==> src/rtl/uart_mmio_if.sv <==
// CPU data-port bundle between the MEM stage and the memory-mapped UART.
// The core drives the strobes, address and store word; the UART answers with sel and load_data.
interface uart_mmio_if #(
  parameter int XLEN = 32
);
  logic            mem_load;
  logic            mem_store;
  logic [XLEN-1:0] address;
  logic [XLEN-1:0] store_data;
  logic [XLEN-1:0] load_data;
  logic            sel;

  modport master (
    output mem_load, mem_store, address, store_data,
    input  load_data, sel
  );

  modport slave (
    input  mem_load, mem_store, address, store_data,
    output load_data, sel
  );
endinterface

==> src/rtl/uart_mmio.sv <==
// Memory-mapped 8N1 UART transmitter: TXDATA/STATUS/DIV registers, a TX FIFO
// and a baud-timed serial FSM. Register reads return combinationally on load_data.
module uart_mmio #(
  parameter int              XLEN       = 32,
  parameter logic [XLEN-1:0] BASE_ADDR  = 32'h1000_0000,
  parameter int              CLK_DIV    = 16,
  parameter int              FIFO_DEPTH = 8
) (
  input  logic        clock,
  input  logic        reset,
  uart_mmio_if.slave  bus,
  output logic        txd
);

  localparam int          PTR_W   = $clog2(FIFO_DEPTH);
  localparam int          CNT_W   = PTR_W + 1;
  localparam logic [15:0] DIV_RST = 16'(CLK_DIV - 1);

  typedef enum logic [1:0] {
    IDLE  = 2'd0,
    START = 2'd1,
    DATA  = 2'd2,
    STOP  = 2'd3
  } state_t;

  typedef enum logic [1:0] {
    REG_TXDATA = 2'd0,
    REG_STATUS = 2'd1,
    REG_DIV    = 2'd2,
    REG_RSVD   = 2'd3
  } reg_t;

  // ---------------------------------------------------------------------------
  // Address decode and access qualifiers
  // ---------------------------------------------------------------------------
  reg_t reg_idx;
  logic wr_en;
  logic rd_en;
  logic wr_txdata;
  logic wr_div;
  logic rd_status;

  assign bus.sel   = (bus.address[XLEN-1:4] == BASE_ADDR[XLEN-1:4]);
  assign reg_idx   = reg_t'(bus.address[3:2]);
  assign wr_en     = bus.sel & bus.mem_store;
  assign rd_en     = bus.sel & bus.mem_load;
  assign wr_txdata = wr_en & (reg_idx == REG_TXDATA);
  assign wr_div    = wr_en & (reg_idx == REG_DIV);
  assign rd_status = rd_en & (reg_idx == REG_STATUS);

  // Byte lane bits and the upper store bits have no destination in this block.
  logic unused_bits;
  assign unused_bits = &{1'b0, bus.address[1:0], bus.store_data[XLEN-1:16]};

  // ---------------------------------------------------------------------------
  // TX FIFO
  // ---------------------------------------------------------------------------
  logic [7:0]       fifo_mem [FIFO_DEPTH];
  logic [PTR_W-1:0] wr_ptr;
  logic [PTR_W-1:0] rd_ptr;
  logic [CNT_W-1:0] count;
  logic             full;
  logic             empty;
  logic             push;
  logic             pop;

  state_t state;
  state_t state_n;

  assign full  = (count == CNT_W'(FIFO_DEPTH));
  assign empty = (count == '0);
  assign push  = wr_txdata & ~full;
  assign pop   = (state == IDLE) & ~empty;

  // NOTE: sequential state uses non-blocking assignments so every register
  // samples pre-edge values, independent of process ordering.
  always_ff @(posedge clock or posedge reset) begin
    if (reset) begin
      wr_ptr <= '0;
      rd_ptr <= '0;
      count  <= '0;
    end else begin
      if (push) wr_ptr <= PTR_W'(wr_ptr + 1'b1);
      if (pop)  rd_ptr <= PTR_W'(rd_ptr + 1'b1);
      case ({push, pop})
        2'b10:   count <= CNT_W'(count + 1'b1);
        2'b01:   count <= CNT_W'(count - 1'b1);
        default: count <= count;
      endcase
    end
  end

  // NOTE: the storage array has no reset; the pointers and count define which
  // entries are valid, so clearing them is enough to discard queued bytes.
  always_ff @(posedge clock) begin
    if (push) fifo_mem[wr_ptr] <= bus.store_data[7:0];
  end

  // ---------------------------------------------------------------------------
  // DIV and sticky overflow
  // ---------------------------------------------------------------------------
  logic [15:0] div;
  logic        overflow;
  logic        ovf_set;

  assign ovf_set = wr_txdata & full;

  always_ff @(posedge clock or posedge reset) begin
    if (reset) begin
      div      <= DIV_RST;
      overflow <= 1'b0;
    end else begin
      if (wr_div) div <= bus.store_data[15:0];
      // A drop on the same edge as a STATUS read keeps the flag set.
      overflow <= ovf_set | (overflow & ~rd_status);
    end
  end

  // ---------------------------------------------------------------------------
  // Serial FSM
  // ---------------------------------------------------------------------------
  logic [15:0] bc;
  logic [15:0] bc_n;
  logic [2:0]  bit_idx;
  logic [2:0]  bit_idx_n;
  logic [7:0]  shift;
  logic [7:0]  shift_n;
  logic        txd_n;
  logic        bit_end;

  // DIV is compared live, so lowering it mid-bit ends that bit on the next cycle.
  assign bit_end = (bc >= div);

  always_ff @(posedge clock or posedge reset) begin
    if (reset) begin
      state   <= IDLE;
      bc      <= '0;
      bit_idx <= '0;
      shift   <= '0;
      txd     <= 1'b1;
    end else begin
      state   <= state_n;
      bc      <= bc_n;
      bit_idx <= bit_idx_n;
      shift   <= shift_n;
      txd     <= txd_n;
    end
  end

  // NOTE: every output of this block gets a default first, so no path through
  // the case statement can leave one unassigned and infer a latch.
  always_comb begin
    state_n   = state;
    bc_n      = bc;
    bit_idx_n = bit_idx;
    shift_n   = shift;

    unique case (state)
      IDLE: begin
        if (!empty) begin
          shift_n = fifo_mem[rd_ptr];
          bc_n    = '0;
          state_n = START;
        end
      end
      START: begin
        if (bit_end) begin
          bc_n      = '0;
          bit_idx_n = '0;
          state_n   = DATA;
        end else begin
          bc_n = bc + 16'd1;
        end
      end
      DATA: begin
        if (bit_end) begin
          bc_n      = '0;
          shift_n   = {1'b0, shift[7:1]};
          bit_idx_n = bit_idx + 3'd1;
          if (bit_idx == 3'd7) state_n = STOP;
        end else begin
          bc_n = bc + 16'd1;
        end
      end
      STOP: begin
        if (bit_end) begin
          bc_n    = '0;
          state_n = IDLE;
        end else begin
          bc_n = bc + 16'd1;
        end
      end
      default: state_n = IDLE;
    endcase

    // txd is registered from the next state so it lines up with the state register.
    unique case (state_n)
      START:   txd_n = 1'b0;
      DATA:    txd_n = shift_n[0];
      default: txd_n = 1'b1;
    endcase
  end

  // ---------------------------------------------------------------------------
  // Read mux
  // ---------------------------------------------------------------------------
  logic        busy;
  logic [31:0] status_word;

  assign busy        = (state != IDLE);
  assign status_word = {16'd0, 8'(count), 4'd0, overflow, empty, full, busy};

  always_comb begin
    bus.load_data = '0;
    if (bus.sel) begin
      unique case (reg_idx)
        REG_STATUS: bus.load_data = XLEN'(status_word);
        REG_DIV:    bus.load_data = XLEN'(div);
        default:    bus.load_data = '0;
      endcase
    end
  end

endmodule

==> src/flat_wrapper.sv <==
// flat-port wrapper written by rule: the top's interface ports become plain ports
module uart_mmio_flat 
#(
  parameter int              XLEN       = 32,
  parameter logic [XLEN-1:0] BASE_ADDR  = 32'h1000_0000,
  parameter int              CLK_DIV    = 16,
  parameter int              FIFO_DEPTH = 8
)
  (clock, reset, txd, bus_mem_load, bus_mem_store, bus_address, bus_store_data, bus_load_data, bus_sel);
  uart_mmio_if #(.XLEN(XLEN)) bus_i ();
  input  logic clock;
  input  logic reset;
  output logic txd;
  input wire logic [$bits(bus_i.mem_load)-1:0] bus_mem_load;
  input wire logic [$bits(bus_i.mem_store)-1:0] bus_mem_store;
  input wire logic [$bits(bus_i.address)-1:0] bus_address;
  input wire logic [$bits(bus_i.store_data)-1:0] bus_store_data;
  output wire logic [$bits(bus_i.load_data)-1:0] bus_load_data;
  output wire logic [$bits(bus_i.sel)-1:0] bus_sel;
  assign bus_i.mem_load = bus_mem_load;
  assign bus_i.mem_store = bus_mem_store;
  assign bus_i.address = bus_address;
  assign bus_i.store_data = bus_store_data;
  assign bus_load_data = bus_i.load_data;
  assign bus_sel = bus_i.sel;
  uart_mmio #(.XLEN(XLEN), .BASE_ADDR(BASE_ADDR), .CLK_DIV(CLK_DIV), .FIFO_DEPTH(FIFO_DEPTH)) u_core (.clock(clock), .reset(reset), .bus(bus_i), .txd(txd));
endmodule
==> config.mk <==
export PLATFORM = sky130hd
export DESIGN_NAME = uart_mmio_flat
export DESIGN_NICKNAME = d
export VERILOG_FILES = /design/src/rtl/uart_mmio_if.sv /design/src/rtl/uart_mmio.sv /design/src/flat_wrapper.sv
export SDC_FILE = /design/constraint.sdc
export NUM_CORES = 1
export LEC_CHECK = 0
export BUFFER_PORTS_ARGS = -buffer_cell sky130_fd_sc_hd__buf_2
export CAP_MARGIN = 0
export CORE_MARGIN = 8
export CORE_UTILIZATION = 61
export DETAILED_ROUTE_END_ITERATION = 6
export GPL_ROUTABILITY_DRIVEN = 0
export MAX_ROUTING_LAYER = met4
export PLACE_DENSITY = 0.95
export REMOVE_ABC_BUFFERS = 1
export SLEW_MARGIN = 0
export SYNTH_ARGS = -nofsm -noshare
export SYNTH_HDL_FRONTEND = slang
export SYNTH_SLANG_ARGS = --single-unit
==> constraint.sdc <==
create_clock -name clock -period 3.7 [get_ports clock]
set_clock_uncertainty 0.05 [all_clocks]
set_input_delay 0.37 -clock clock [delete_from_list [all_inputs] [get_ports clock]]
set_output_delay 0.37 -clock clock [all_outputs]
set_load 0.005 [all_outputs]
---- After elaboration in Yosys (flattened, before gate mapping) ----
Memory sizes are Yosys's and may differ from the RTL's.
Index checks and enable logic that the tools add are counted.
word-level totals
  bits in registers ....................... 57
  memory bits (writable) .................. 64
  logic and storage cells ................. 78
  memories kept ........................... 1
operators by class
  $add $sub $neg .......................... 6
  $lt $le $gt $ge ......................... 1
  equal/unequal tests ..................... 15
  muxes and demuxes ....................... 21
  bitwise operators ....................... 13
  reductions and logical operators ........ 10
memories
  memory           words  width  rd ports  clocked after memory_dff  write ports  RTL line         source
  u_core.fifo_mem  8      8      1         0                         1            uart_mmio.sv:58  logic [7:0] fifo_mem [FIFO_DEPTH];
operators with widths
  cell                                                                     count
  16-bit case mux with 2 select lines                                      2
  16-bit two-way mux                                                       2
  32-bit two-way mux                                                       1
  28-bit by 25-bit equality test with 1-bit output, second input constant  1
  16-bit by 1-bit adder with 16-bit output, second input constant          1
  16-bit greater-or-equal comparator                                       1
  8-bit two-way mux                                                        2
  8-bit case mux with 2 select lines                                       1
  2-bit equality test, second input constant                               5
  2-bit two-way mux                                                        5
  3-bit by 1-bit adder with 3-bit output, second input constant            3
  1-bit bitwise AND                                                        9
  2-bit by 1-bit equality test with 1-bit output, second input constant    4
  2-bit case mux with 4 select lines                                       1
  4-bit case mux with 2 select lines                                       1
  2-bit nonzero test                                                       4
  3-bit two-way mux                                                        2
  3-bit case mux with 2 select lines                                       1
  3-bit AND reduction                                                      2
  4-bit by 1-bit adder with 4-bit output, second input constant            1
  4-bit equality test, second input constant                               1
  2-bit logical NOT                                                        2
  4-bit logical NOT                                                        1
  2-bit by 1-bit inequality test with 1-bit output, second input constant  2
  other kinds (8)                                                          11

---- Logic depth before layout (Yosys ltp) ----
Gate-level depths: netlist of run 1.
  word-level depth ........................ 6
  depth in mapped cells ................... 12

---- Least setup slack after synthesis of run 1 ----
No wires, ideal clock.
  path type ............................... input to register
  start ................................... in bus_address[14]
  end ..................................... reg u_core.count[3]
  arrival time ............................ 2.489 ns
  slack ................................... 1.036 ns
  stages .................................. 11
  path buffers ............................ 0
  cell sequence ........................... nor4_1 -> nand4_1 -> nor4b_2 -> inv_1 -> ha_1 -> ha_1 -> a21o_1 -> a21oi_1 -> xnor2_1 -> nor2_1 -> xor2_1
on the way
  cells in the longest elaborated chain, start to end .. 6
  elaborated cells on any way between the ends .. 8
  classes of those cells .................. eq/ne: 3; mux: 1; bitwise: 3; reduce/logical: 1
RTL lines
  element                                                                                RTL line            source
  from (decl)                                                                            flat_wrapper.sv:16  input wire logic [$bits(bus_i.address)-1:0] bus_address;
  28-bit by 25-bit equality test with 1-bit output (*)                                   uart_mmio.sv:43     assign bus.sel = (bus.address[XLEN-1:4] == BASE_ADDR[XLEN-1:4]);
  1-bit bitwise AND (*)                                                                  uart_mmio.sv:45     assign wr_en = bus.sel & bus.mem_store;
  1-bit bitwise AND (*)                                                                  uart_mmio.sv:47     assign wr_txdata = wr_en & (reg_idx == REG_TXDATA);
  1-bit bitwise AND (*)                                                                  uart_mmio.sv:72     assign push = wr_txdata & ~full;
  2-bit by 1-bit equality test with 1-bit output or 2-bit equality test (tied branches)  uart_mmio.sv:85     case ({push, pop})
  4-bit case mux with 2 select lines or 2-bit nonzero test (tied branches)               --
  to (signal assigned)                                                                   uart_mmio.sv:86     2'b10: count <= CNT_W'(count + 1'b1);
  to (signal assigned)                                                                   uart_mmio.sv:87     2'b01: count <= CNT_W'(count - 1'b1);
  to (signal assigned)                                                                   uart_mmio.sv:88     default: count <= count;
  to (decl)                                                                              uart_mmio.sv:61     logic [CNT_W-1:0] count;
Every way passes the cells marked *; elsewhere a longest branch is shown, timed or not.
A chain may end at the register's enable or synchronous reset.

---- Worst setup path in the final report of run 1 ----
  start ................................... reg u_core.count[1]
  end ..................................... reg u_core.count[3]
on the way
  cells in the longest elaborated chain, start to end .. 5
  elaborated cells on any way between the ends .. 12
  classes of those cells .................. add/sub: 2; eq/ne: 3; mux: 1; bitwise: 4; reduce/logical: 2
RTL lines
  element                                                                                RTL line         source
  4-bit logical NOT (*)                                                                  uart_mmio.sv:71  assign empty = (count == '0);
  1-bit NOT (*)                                                                          uart_mmio.sv:73  assign pop = (state == IDLE) & ~empty;
  1-bit bitwise AND (*)                                                                  uart_mmio.sv:73
  net u_core.pop                                                                         uart_mmio.sv:65  logic pop;
  2-bit by 1-bit equality test with 1-bit output or 2-bit equality test (tied branches)  uart_mmio.sv:85
  4-bit case mux with 2 select lines or 2-bit nonzero test (tied branches)               --
Mark *: on every way through the listed nets, which the timed path passes. The rest lies on a longest branch.

==> flow_summary.toml, run 1 <==
[synthesis]
synth_top_family_by_area = "simple AND/OR/NAND/NOR gates"
synth_async_sr_flop_share_pct = 47.11
synth-main-ff-cell = "sky130_fd_sc_hd__edfxtp_1"
synth-seq-area-share_pct = 56.66
area_share_of_fa_ha_maj_cells_after_synthesis_pct = 6.044
synth_xor_area_share_pct = 2.071
post_synth_edffs = 64
simple_gate_portion_of_the_synthesized_area_pct = 12.26
number_of_unique_standard_cell_types_used_by_synthesis = 54
syn-instance-count = 484
yosys-mux-area-fraction_pct = 7.988
synth_compound_area_share_pct = 9.700
synth_top_cell_area_share_pct = 32.46
synth_top_area_cell = "sky130_fd_sc_hd__edfxtp_1"
synth_area_leaders = "sky130_fd_sc_hd__edfxtp_1 (32%), sky130_fd_sc_hd__dfrtp_1 (22%), sky130_fd_sc_hd__mux4_2 (6.1%)"
netlist_area_um2 = 5921
synth_warn = 0
post_synthesis_sequential_element_count = 121
syn_area_per_cell_um2 = 12.23

[timing]
final.setup.worst_slack_ns = 0.1870
finalCritPeriodShare_pct = 94.95
timing.slew.headroom_pct = 42.70
worst_pin_slew_ns = 0.8516
period_minus_slack_ns = 3.513
fmaxAchievable_mhz = 284.7
final-hold-violation-count = 0
rsz0062_at_grt = "no"
final.hold.worst_slack_ns = 0.02064
setup_tns_ns = 0
finalMaxSlewViolations = 0
setup_viol = 0

[detailed_routing]
drt_drc_violations_left = 0
drtPass1Iterations = 5
route.detailed.wl_per_inst_um = 20.80
ant_nets = 0
postRouteWirelength_um = 14710
via_density = 6.231
drt_iter0_markers = 486
dr_total_vias = 4405

[placement]
buffer_ports.inserted = 67
placed_cells_incl_taps = 673
dpl-instance-area_um2 = 6354
placement.setup.worst_slack_ns = 0.5224
place.detailed.hpwl_um = 9638

[clock_tree]
max-clock-path-buffers = 2
total_clock_sinks = 121
clkLatencyLatePin_ns = 0.53
cts_buffers = 17
tritoncts_clock_tree = "yes"
clk_pin_slew_worst_paths_ns = 0.07
htreeDepth = 4
clock-root-buffer = "sky130_fd_sc_hd__clkbuf_8"

[setup_path]
worst_setup_path_end_kind = "flip-flop"
slowest_stage = "sky130_fd_sc_hd__nor4_1"
critPathMaxFanout = 11
worst_setup_path_category = "reg -> reg"
critical_path.max_stage_delay_ns = 0.77
crit-reg2reg-launch = "u_core.count[1]"
worstSetupStartpoint = "u_core.count[1]"
worst_ep_required_time_ns = 4.06
cp_delay_by_family_top = "simple AND/OR/NAND/NOR gates"
worst_ep_arrival_time_ns = 3.87
timing.rr.end = "u_core.count[3]"
critical_path.n_buffers_inverters = 1
path_common_cell = "sky130_fd_sc_hd__ha_1"
start_kind = "flip-flop"
worstRegToRegCells = 10
cp_cell_sequence = "nor4_1, nand2b_1, inv_1, ha_1, ha_1, a21o_1, a21oi_1, xnor2_1, nor2_1, xor2_1"
reg2reg_setup_slack_ns = 0.19

[finish]
area_growth_syn_to_layout_pct = 17.03
nNetsFinal = 657
layout_commonest_cell = "sky130_fd_sc_hd__buf_2"
most-common-layout-cells = "sky130_fd_sc_hd__buf_2 (67), sky130_fd_sc_hd__edfxtp_1 (64), sky130_fd_sc_hd__dfrtp_1 (52)"
layout-drive-gt1-share_pct = 24.56
finish.instance_area_um2 = 6929
n_antenna_cell = 0
fin_cells = 707

[global_routing]
number_of_global_route_vias_before_repair = 4595
remaining_global_route_overflow = 0
grt_overall_usage_pct = 24.68
grt_first_pass_wirelength_um = 23970
antenna_violations_before_repair = 0
grt_max_degree = 37

[die]
die-width_um = 114.5
row_count = 36
fp.dieH_um = 114.5
fp.dieArea_um2 = 13110
core_um2 = 9594
io-pin-count = 102
floorplan.initialDensity_pct = 61.71

[min_path]
hold_path_startpoint = "bus_store_data[15]"
worst_hold_path.num_cells = 3
timing.hold.worst.class = "in -> reg"
min_to = "u_core.div[15]"

[job]
drv_cap = 0

[status]
outcome = "finished, final reports clean"

[power]
cellLeakagePower_uw = 0.002947
peakVddDrop_mv = 0.4875
p_per_area_nw_per_um2 = 453.2
[where the power goes]
part	total [uW]	internal, uW	switching [uW]
Clock	1560	901	656
Sequential	1480	1450	23.4
Combinational	107	53.0	54.1
Total	3140	2410	734
[routing by layer]
| metal | GRT usage (%) | routed length [um] | up-vias |
|---|---|---|---|
| li1 | - | - | 1910 |
| met1 | 29.84 | 5860 | 2176 |
| met2 | 38.65 | 7291 | 267 |
| met3 | 5.485 | 1070 | 52 |
| met4 | 11.89 | 482 | 0 |
| met5 | - | 0 | - |
[worst max path at each step]
stage                      end  slack (ns)  cells past startpoint
2_1_floorplan  u_core.count[3]        0.91                     10
3_3_place_gp   u_core.count[3]        0.64                     10
3_5_place_dp   u_core.count[3]        0.52                     10
4_1_cts        u_core.count[3]        0.27                     10
5_1_grt        u_core.count[3]        0.16                     10
6_report       u_core.count[3]        0.19                     10
[sequential cells by signal, indices dropped and copies added (netlist names)]
register / cells
u_core.fifo_mem: 64
u_core.bc: 16
u_core.div: 16
u_core.shift: 8
u_core.count: 4
u_core.bit_idx: 3
u_core.rd_ptr: 3
u_core.wr_ptr: 3
u_core.state: 2
u_core.overflow: 1
u_core.txd: 1
[per-stage QoR]
step / total power, uW / utilization, %
floorplan: 1549 / -
global placement: 1596 / 66.22
detailed placement: 1605 / 66.22
CTS: 3145 / 72.22
global route: 3219 / 72.22
finish: 3140 / 72.22
[repair_timing]
| action | CTS | global route |
|---|---|---|
| gates resized for setup | 0 | 0 |
| buffers inserted | 0 | 0 |
| hold buffers | 2 | 0 |
| hold endpoints to repair | 21 | 0 |
[synth_stat cells (4+ instances only)]
cell type,n
sky130_fd_sc_hd__edfxtp_1,64
sky130_fd_sc_hd__and3_1,11
sky130_fd_sc_hd__nand4_1,7
sky130_fd_sc_hd__nor3_1,6
sky130_fd_sc_hd__inv_1,27
sky130_fd_sc_hd__nor3b_1,7
sky130_fd_sc_hd__dfrtp_1,52
sky130_fd_sc_hd__a21oi_1,10
sky130_fd_sc_hd__nor4_1,7
sky130_fd_sc_hd__xnor2_1,9
sky130_fd_sc_hd__nor2_1,27
sky130_fd_sc_hd__nand2_1,51
sky130_fd_sc_hd__mux2i_1,9
sky130_fd_sc_hd__clkbuf_1,14
sky130_fd_sc_hd__ha_1,27
sky130_fd_sc_hd__a22o_1,4
sky130_fd_sc_hd__a221o_1,6
sky130_fd_sc_hd__buf_4,17
sky130_fd_sc_hd__xor2_1,5
sky130_fd_sc_hd__o21ai_0,35
sky130_fd_sc_hd__mux4_2,16
sky130_fd_sc_hd__a22oi_1,8
sky130_fd_sc_hd__dfstp_2,5
sky130_fd_sc_hd__buf_2,4
sky130_fd_sc_hd__nand3_1,13
sky130_fd_sc_hd__nand2b_1,5
[worst register-to-register path, delay by kind of cell, from the launching register on]
family / cells / cell delay [ns]
adders and majority gates: 2 / 0.60
AOI/OAI and AO/OA: 2 / 0.37
xor gates and xnor gates: 2 / 0.30
and+or+nand+nor: 3 / 1.34
buffers and inverters: 1 / 0.26
DFF: 1 / 0.46
[cell families (layout without fill, tap and decap cells)]
logic type,after synthesis,count (layout)
simple gates,145,145
flops,121,121
compound gates,84,84
buf+inv,64,139
fa+ha+maj,28,28
mux,27,27
xor+xnor,14,14
other cells,1,16
[layout make-up]
type / count / area, um2
clock buffer: 17 / 414.1
clock inverter: 15 / 141.4
fill: 556 / 2665
inverter: 27 / 101.3
multi-input combinational: 314 / 2313
sequential: 121 / 3354
tap: 133 / 166.4
timing repair buffer: 80 / 437.9
Power figures use the tool's default switching activity.
==> run 2: changes to the inputs <==
- HOLD_SLACK_MARGIN: not set -> 0.15
==> run 2 against run 1 <==
Effect of this change:
- sequential share of layout area fell by 1.1 points
- maximum frequency rose by 1.3%
- setup slack improved by 0.046 ns
- global-route usage rose by 2.6 points
- final cell count rose by 2.3%
- clock power barely moved
- critical path type unchanged
- highest routed layer unchanged
==> flow_summary.toml, run 2 (same netlist as run 1, synthesis figures left out) <==
[status]
outcome = "finished, final reports clean"

[finish]
reg_top3 = "u_core.fifo_mem x64, u_core.bc x16, u_core.div x16"
layout-drive-gt1-share_pct = 23.90
nFillCells = 527
max_flop_register = "u_core.fifo_mem"
finish.instance_area_um2 = 7089
area_growth_syn_to_layout_pct = 19.74
n_antenna_cell = 0
most-common-layout-cells = "sky130_fd_sc_hd__buf_2 (67), sky130_fd_sc_hd__edfxtp_1 (64), sky130_fd_sc_hd__dfrtp_1 (52)"
layout_commonest_cell = "sky130_fd_sc_hd__buf_2"
nNetsFinal = 673
number_of_flip_flops_under_the_largest_register_name = 64

[power]
p_per_area_nw_per_um2 = 446.3
peakVddDrop_mv = 0.5494
post-layout-total-power_uw = 3164
cellLeakagePower_uw = 0.003014

[clock_tree]
post_cts_resize_count = 0
htreeDepth = 4
clkLatencyLatePin_ns = 0.53
cts_buffers = 17
max-clock-path-buffers = 2
clock-root-buffer = "sky130_fd_sc_hd__clkbuf_8"
clk_pin_slew_worst_paths_ns = 0.06
tritoncts_clock_tree = "yes"
total_clock_sinks = 121

[min_path]
hold_path_startpoint = "bus_mem_store"
timing.hold.worst.class = "in -> reg"
worst_hold_path.num_cells = 4
min_to = "u_core.overflow"

[global_routing]
grt_first_pass_wirelength_um = 26120
grt_max_degree = 37
grt_overall_usage_pct = 27.33
remaining_global_route_overflow = 0
number_of_global_route_vias_before_repair = 4754
antenna_violations_before_repair = 0

[detailed_routing]
dr_total_vias = 4650
postRouteWirelength_um = 16400
drtPass1Iterations = 5
drt_iter0_markers = 519
ant_nets = 0
drt_drc_violations_left = 0
via_density = 6.432
route.detailed.wl_per_inst_um = 22.69

[setup_path]
path_common_cell = "sky130_fd_sc_hd__ha_1"
worstRegToRegCells = 10
timing.rr.end = "u_core.count[3]"
critical_path.max_stage_delay_ns = 0.72
critPathMaxFanout = 11
worst_ep_required_time_ns = 4.06
slowest_stage = "sky130_fd_sc_hd__nor4_1"
worst_setup_path_end_kind = "flip-flop"
worst_ep_arrival_time_ns = 3.82
reg2reg_setup_slack_ns = 0.23
critical_path.n_buffers_inverters = 1
cp_cell_sequence = "nor4_1, nand2b_1, inv_1, ha_1, ha_1, a21o_1, a21oi_1, xnor2_1, nor2_1, xor2_1"
cp_delay_by_family_top = "simple AND/OR/NAND/NOR gates"
worst_setup_path_category = "reg -> reg"
start_kind = "flip-flop"
crit-reg2reg-launch = "u_core.count[1]"

[timing]
finalMaxSlewViolations = 0
setup_tns_ns = 0
setup_viol = 0
final-hold-violation-count = 0
fmaxAchievable_mhz = 288.4
timing.slew.headroom_pct = 41.82
finalCritPeriodShare_pct = 93.71
period_minus_slack_ns = 3.467
worst_pin_slew_ns = 0.8695
rsz0062_at_grt = "no"

[placement]
buffer_ports.inserted = 67
dpl-instance-area_um2 = 6354
place.detailed.hpwl_um = 9638

[die]
floorplan.initialDensity_pct = 61.71
fp.dieH_um = 114.5
fp.dieArea_um2 = 13110
die-width_um = 114.5
io-pin-count = 102
core_um2 = 9594
row_count = 36

[job]
drv_cap = 0
run 2: power by group:
group | leakage, uW | internal [uW] | switching [uW] | total (uW)
Combinational | 0.00146 | 64.1 | 58.6 | 123
Sequential | 0.00129 | 1450 | 23.4 | 1480
Clock | 0.000266 | 901 | 664 | 1570
run 2: worst max-delay path by stage:
stage                          startpoint              end  slack (ns)  depth (start not counted)
after global placement    u_core.count[0]  u_core.count[3]        0.64                         10
final                     u_core.count[1]  u_core.count[3]        0.23                         10
after global routing      u_core.count[1]  u_core.count[3]        0.17                         10
after detailed placement  u_core.count[0]  u_core.count[3]        0.52                         10
after CTS                 u_core.count[1]  u_core.count[3]        0.27                         10
after floorplan           u_core.count[0]  u_core.count[3]        0.91                         10
run 2: stage by stage:
step / hold WS [ns] / cells / setup WS (ns) / util (%)
after global routing: 0.2914 / 723 / 0.1681 / 73.89
final: 0.2457 / 723 / 0.2327 / 73.89
after floorplan: 0.4066 / 462 / 0.9101 / -
after CTS: 0.2295 / 723 / 0.2670 / 73.89
after global placement: 0.3630 / 673 / 0.6377 / 66.22
after detailed placement: 0.3700 / 673 / 0.5224 / 66.22
run 2: metal layers:
layer  vias up  track usage (%)  routed length [um]
li1       1940                -                   -
met4         0            15.26                 685
met3        71            6.751                1542
met2       365            42.10                7974
met1      2274            32.40                6200
met5         -                -                   0
run 2: cell type report:
class	instances	area (um2)	share of cell area, %
multi-input cells	314	2313	32.63
well taps	133	166.4	2.347
repair buffers	96	598.1	8.436
flip-flops and latches	121	3354	47.32
clock buffers	17	414.1	5.842
clock inverters	15	141.4	1.994
inverters	27	101.3	1.430
run 2: timing repair:
item | in CTS | in global routing
setup endpoints to repair | 0 | 0
hold buffers | 18 | 0
buffers inserted | 0 | 0
hold endpoints to repair | 99 | 0
run 2: worst register-to-register path: cells and delay by family (launching register included):
kind / cells / cell delay [ns]
flops: 1 / 0.46
buf+inv: 1 / 0.26
simple gates: 3 / 1.31
fa+ha+maj: 2 / 0.60
compound gates: 2 / 0.37
xor+xnor: 2 / 0.30
==> run 3: changes to the inputs <==
--- a/constraint.sdc
+++ b/constraint.sdc
@@ -3,3 +3,3 @@
 set_input_delay 0.37 -clock clock [delete_from_list [all_inputs] [get_ports clock]]
 set_output_delay 0.37 -clock clock [all_outputs]
-set_load 0.005 [all_outputs]
+set_load 0.1 [all_outputs]
==> run 3 against run 2 <==
Effect of this change:
- routed wire length increased by 4.6%
- critical path type unchanged
- setup slack got worse by 0.082 ns
- first-iteration DRC count increased by 18%
- clock-buffer cell count unchanged
- clock power increased by 4%
- critical endpoint unchanged
- sequential share of layout area decreased by 0.21 points
- hold slack improved by 0.046 ns
==> flow_summary.toml, run 3 (same netlist as run 1, synthesis figures left out) <==
[status]
outcome = "finished, final reports clean"

[setup_path]
crit-reg2reg-launch = "u_core.count[0]"
worst_setup_path_category = "reg -> reg"
worstRegToRegCells = 10
worst_setup_path_end_kind = "flip-flop"
worst_ep_arrival_time_ns = 3.90
slowest_stage = "sky130_fd_sc_hd__nor4_1"
reg2reg_setup_slack_ns = 0.15
critPathMaxFanout = 11
path_common_cell = "sky130_fd_sc_hd__ha_1"
cp_cell_sequence = "nor4_1, nand2b_1, inv_1, ha_1, ha_1, a21o_1, a21oi_1, xnor2_1, nor2_1, xor2_1"
worst_ep_required_time_ns = 4.05
timing.rr.end = "u_core.count[3]"
critical_path.max_stage_delay_ns = 0.73
start_kind = "flip-flop"

[detailed_routing]
ant_nets = 0
drt_drc_violations_left = 0
postRouteWirelength_um = 17150
via_density = 6.561
route.detailed.wl_per_inst_um = 23.76
drtPass1Iterations = 6
drt_iter0_markers = 615
dr_total_vias = 4737

[job]
drv_cap = 0

[finish]
area_growth_syn_to_layout_pct = 20.27
finish.instance_area_um2 = 7121
max_flop_register = "u_core.fifo_mem"
n_antenna_cell = 0
layout-drive-gt1-share_pct = 23.60
fin_cells = 722
fin_util_pct = 74.22
layout_commonest_cell = "sky130_fd_sc_hd__buf_2"
number_of_flip_flops_under_the_largest_register_name = 64
most-common-layout-cells = "sky130_fd_sc_hd__buf_2 (67), sky130_fd_sc_hd__edfxtp_1 (64), sky130_fd_sc_hd__dfrtp_1 (52)"
reg_top3 = "u_core.fifo_mem x64, u_core.bc x16, u_core.div x16"
nFillCells = 513
nNetsFinal = 673

[global_routing]
antenna_violations_before_repair = 0
grt_max_degree = 58
remaining_global_route_overflow = 0
number_of_global_route_vias_before_repair = 4848
grt_first_pass_wirelength_um = 26880
grt_overall_usage_pct = 28.35

[min_path]
min_to = "u_core.overflow"
timing.hold.worst.class = "in -> reg"
worst_hold_path.num_cells = 4
hold_path_startpoint = "bus_mem_store"

[clock_tree]
clock-root-buffer = "sky130_fd_sc_hd__clkbuf_8"
total_clock_sinks = 121
post_cts.repair.setup_buffers = 0
max-clock-path-buffers = 2
clkLatencyLatePin_ns = 0.53
tritoncts_clock_tree = "yes"
htreeDepth = 4
cts_buffers = 17
clk_pin_slew_worst_paths_ns = 0.06

[timing]
setup_viol = 0
final.hold.worst_slack_ns = 0.2919
setup_tns_ns = 0
finalMaxSlewViolations = 0
rsz0062_at_grt = "no"
worst_pin_slew_ns = 0.9543
period_minus_slack_ns = 3.549
fmaxAchievable_mhz = 281.8
final-hold-violation-count = 0
timing.slew.headroom_pct = 36.14
finalCritPeriodShare_pct = 95.92

[die]
row_count = 36
floorplan.initialDensity_pct = 61.71
core_um2 = 9594
fp.dieH_um = 114.5
fp.dieArea_um2 = 13110
io-pin-count = 102
die-width_um = 114.5

[placement]
place.detailed.hpwl_um = 9816
dpl-instance-area_um2 = 6354
buffer_ports.inserted = 67
placed_cells_incl_taps = 673

[power]
peakVddDrop_mv = 0.3991
cellLeakagePower_uw = 0.003034
p_per_area_nw_per_um2 = 465.1
-- run 3: final cells by class --
| class | count | area [um2] | share of cell area, % |
|---|---|---|---|
| Sequential cell | 121 | 3354 | 47.11 |
| Multi-Input combinational cell | 314 | 2313 | 32.49 |
| Timing Repair Buffer | 96 | 598.1 | 8.399 |
| Clock buffer | 17 | 414.1 | 5.816 |
| Clock inverter | 14 | 172.7 | 2.425 |
| Tap cell | 133 | 166.4 | 2.337 |
| Inverter | 27 | 101.3 | 1.423 |
-- run 3: worst max path at each step --
| stage | start | end | slack, ns | depth (start not counted) |
|---|---|---|---|---|
| after floorplan | bus_address[14] | bus_load_data[0] | -0.90 | 5 |
| after CTS | u_core.count[0] | u_core.count[3] | 0.38 | 10 |
| final | u_core.count[0] | u_core.count[3] | 0.15 | 10 |
| after global routing | u_core.count[0] | u_core.count[3] | 0.07 | 10 |
| after detailed placement | bus_address[5] | u_core.count[3] | 0.52 | 12 |
| after global placement | u_core.count[0] | u_core.count[3] | 0.65 | 10 |
-- run 3: worst max-delay path: cells and delay by family, from the launching register on --
family / cells / cell delay [ns]
simple gates: 3 / 1.30
fa+ha+maj: 2 / 0.63
buf+inv: 1 / 0.27
flops: 1 / 0.48
compound gates: 2 / 0.39
xor+xnor: 2 / 0.31
-- run 3: repair_timing --
action	CTS	global route
resized for setup	0	0
hold buffers	18	0
hold endpoints to repair	129	0
setup endpoints to repair	0	0
-- run 3: metrics by stage --
step	total power (uW)	setup slack, ns
after CTS	3309	0.3815
after floorplan	1616	-0.8967
after detailed placement	1672	0.5216
after global routing	3396	0.07287
after global placement	1662	0.6485
final	3311	0.1511
-- run 3: power breakdown --
group / switching, uW / internal [uW] / leakage, uW
Combinational: 128 / 64.5 / 0.00146
Sequential: 23.8 / 1450 / 0.00129
Clock: 616 / 1030 / 0.000286
Total: 768 / 2540 / 0.00303
-- run 3: metal layers --
layer  vias up  GRT usage [%]  part of all wire [%]
li1       1948              -                     -
met1      2281          32.10                    36
met2       408          43.63                    49
met3       100          6.646                   9.0
met4         0          20.50                   6.3
met5         -              -                     0
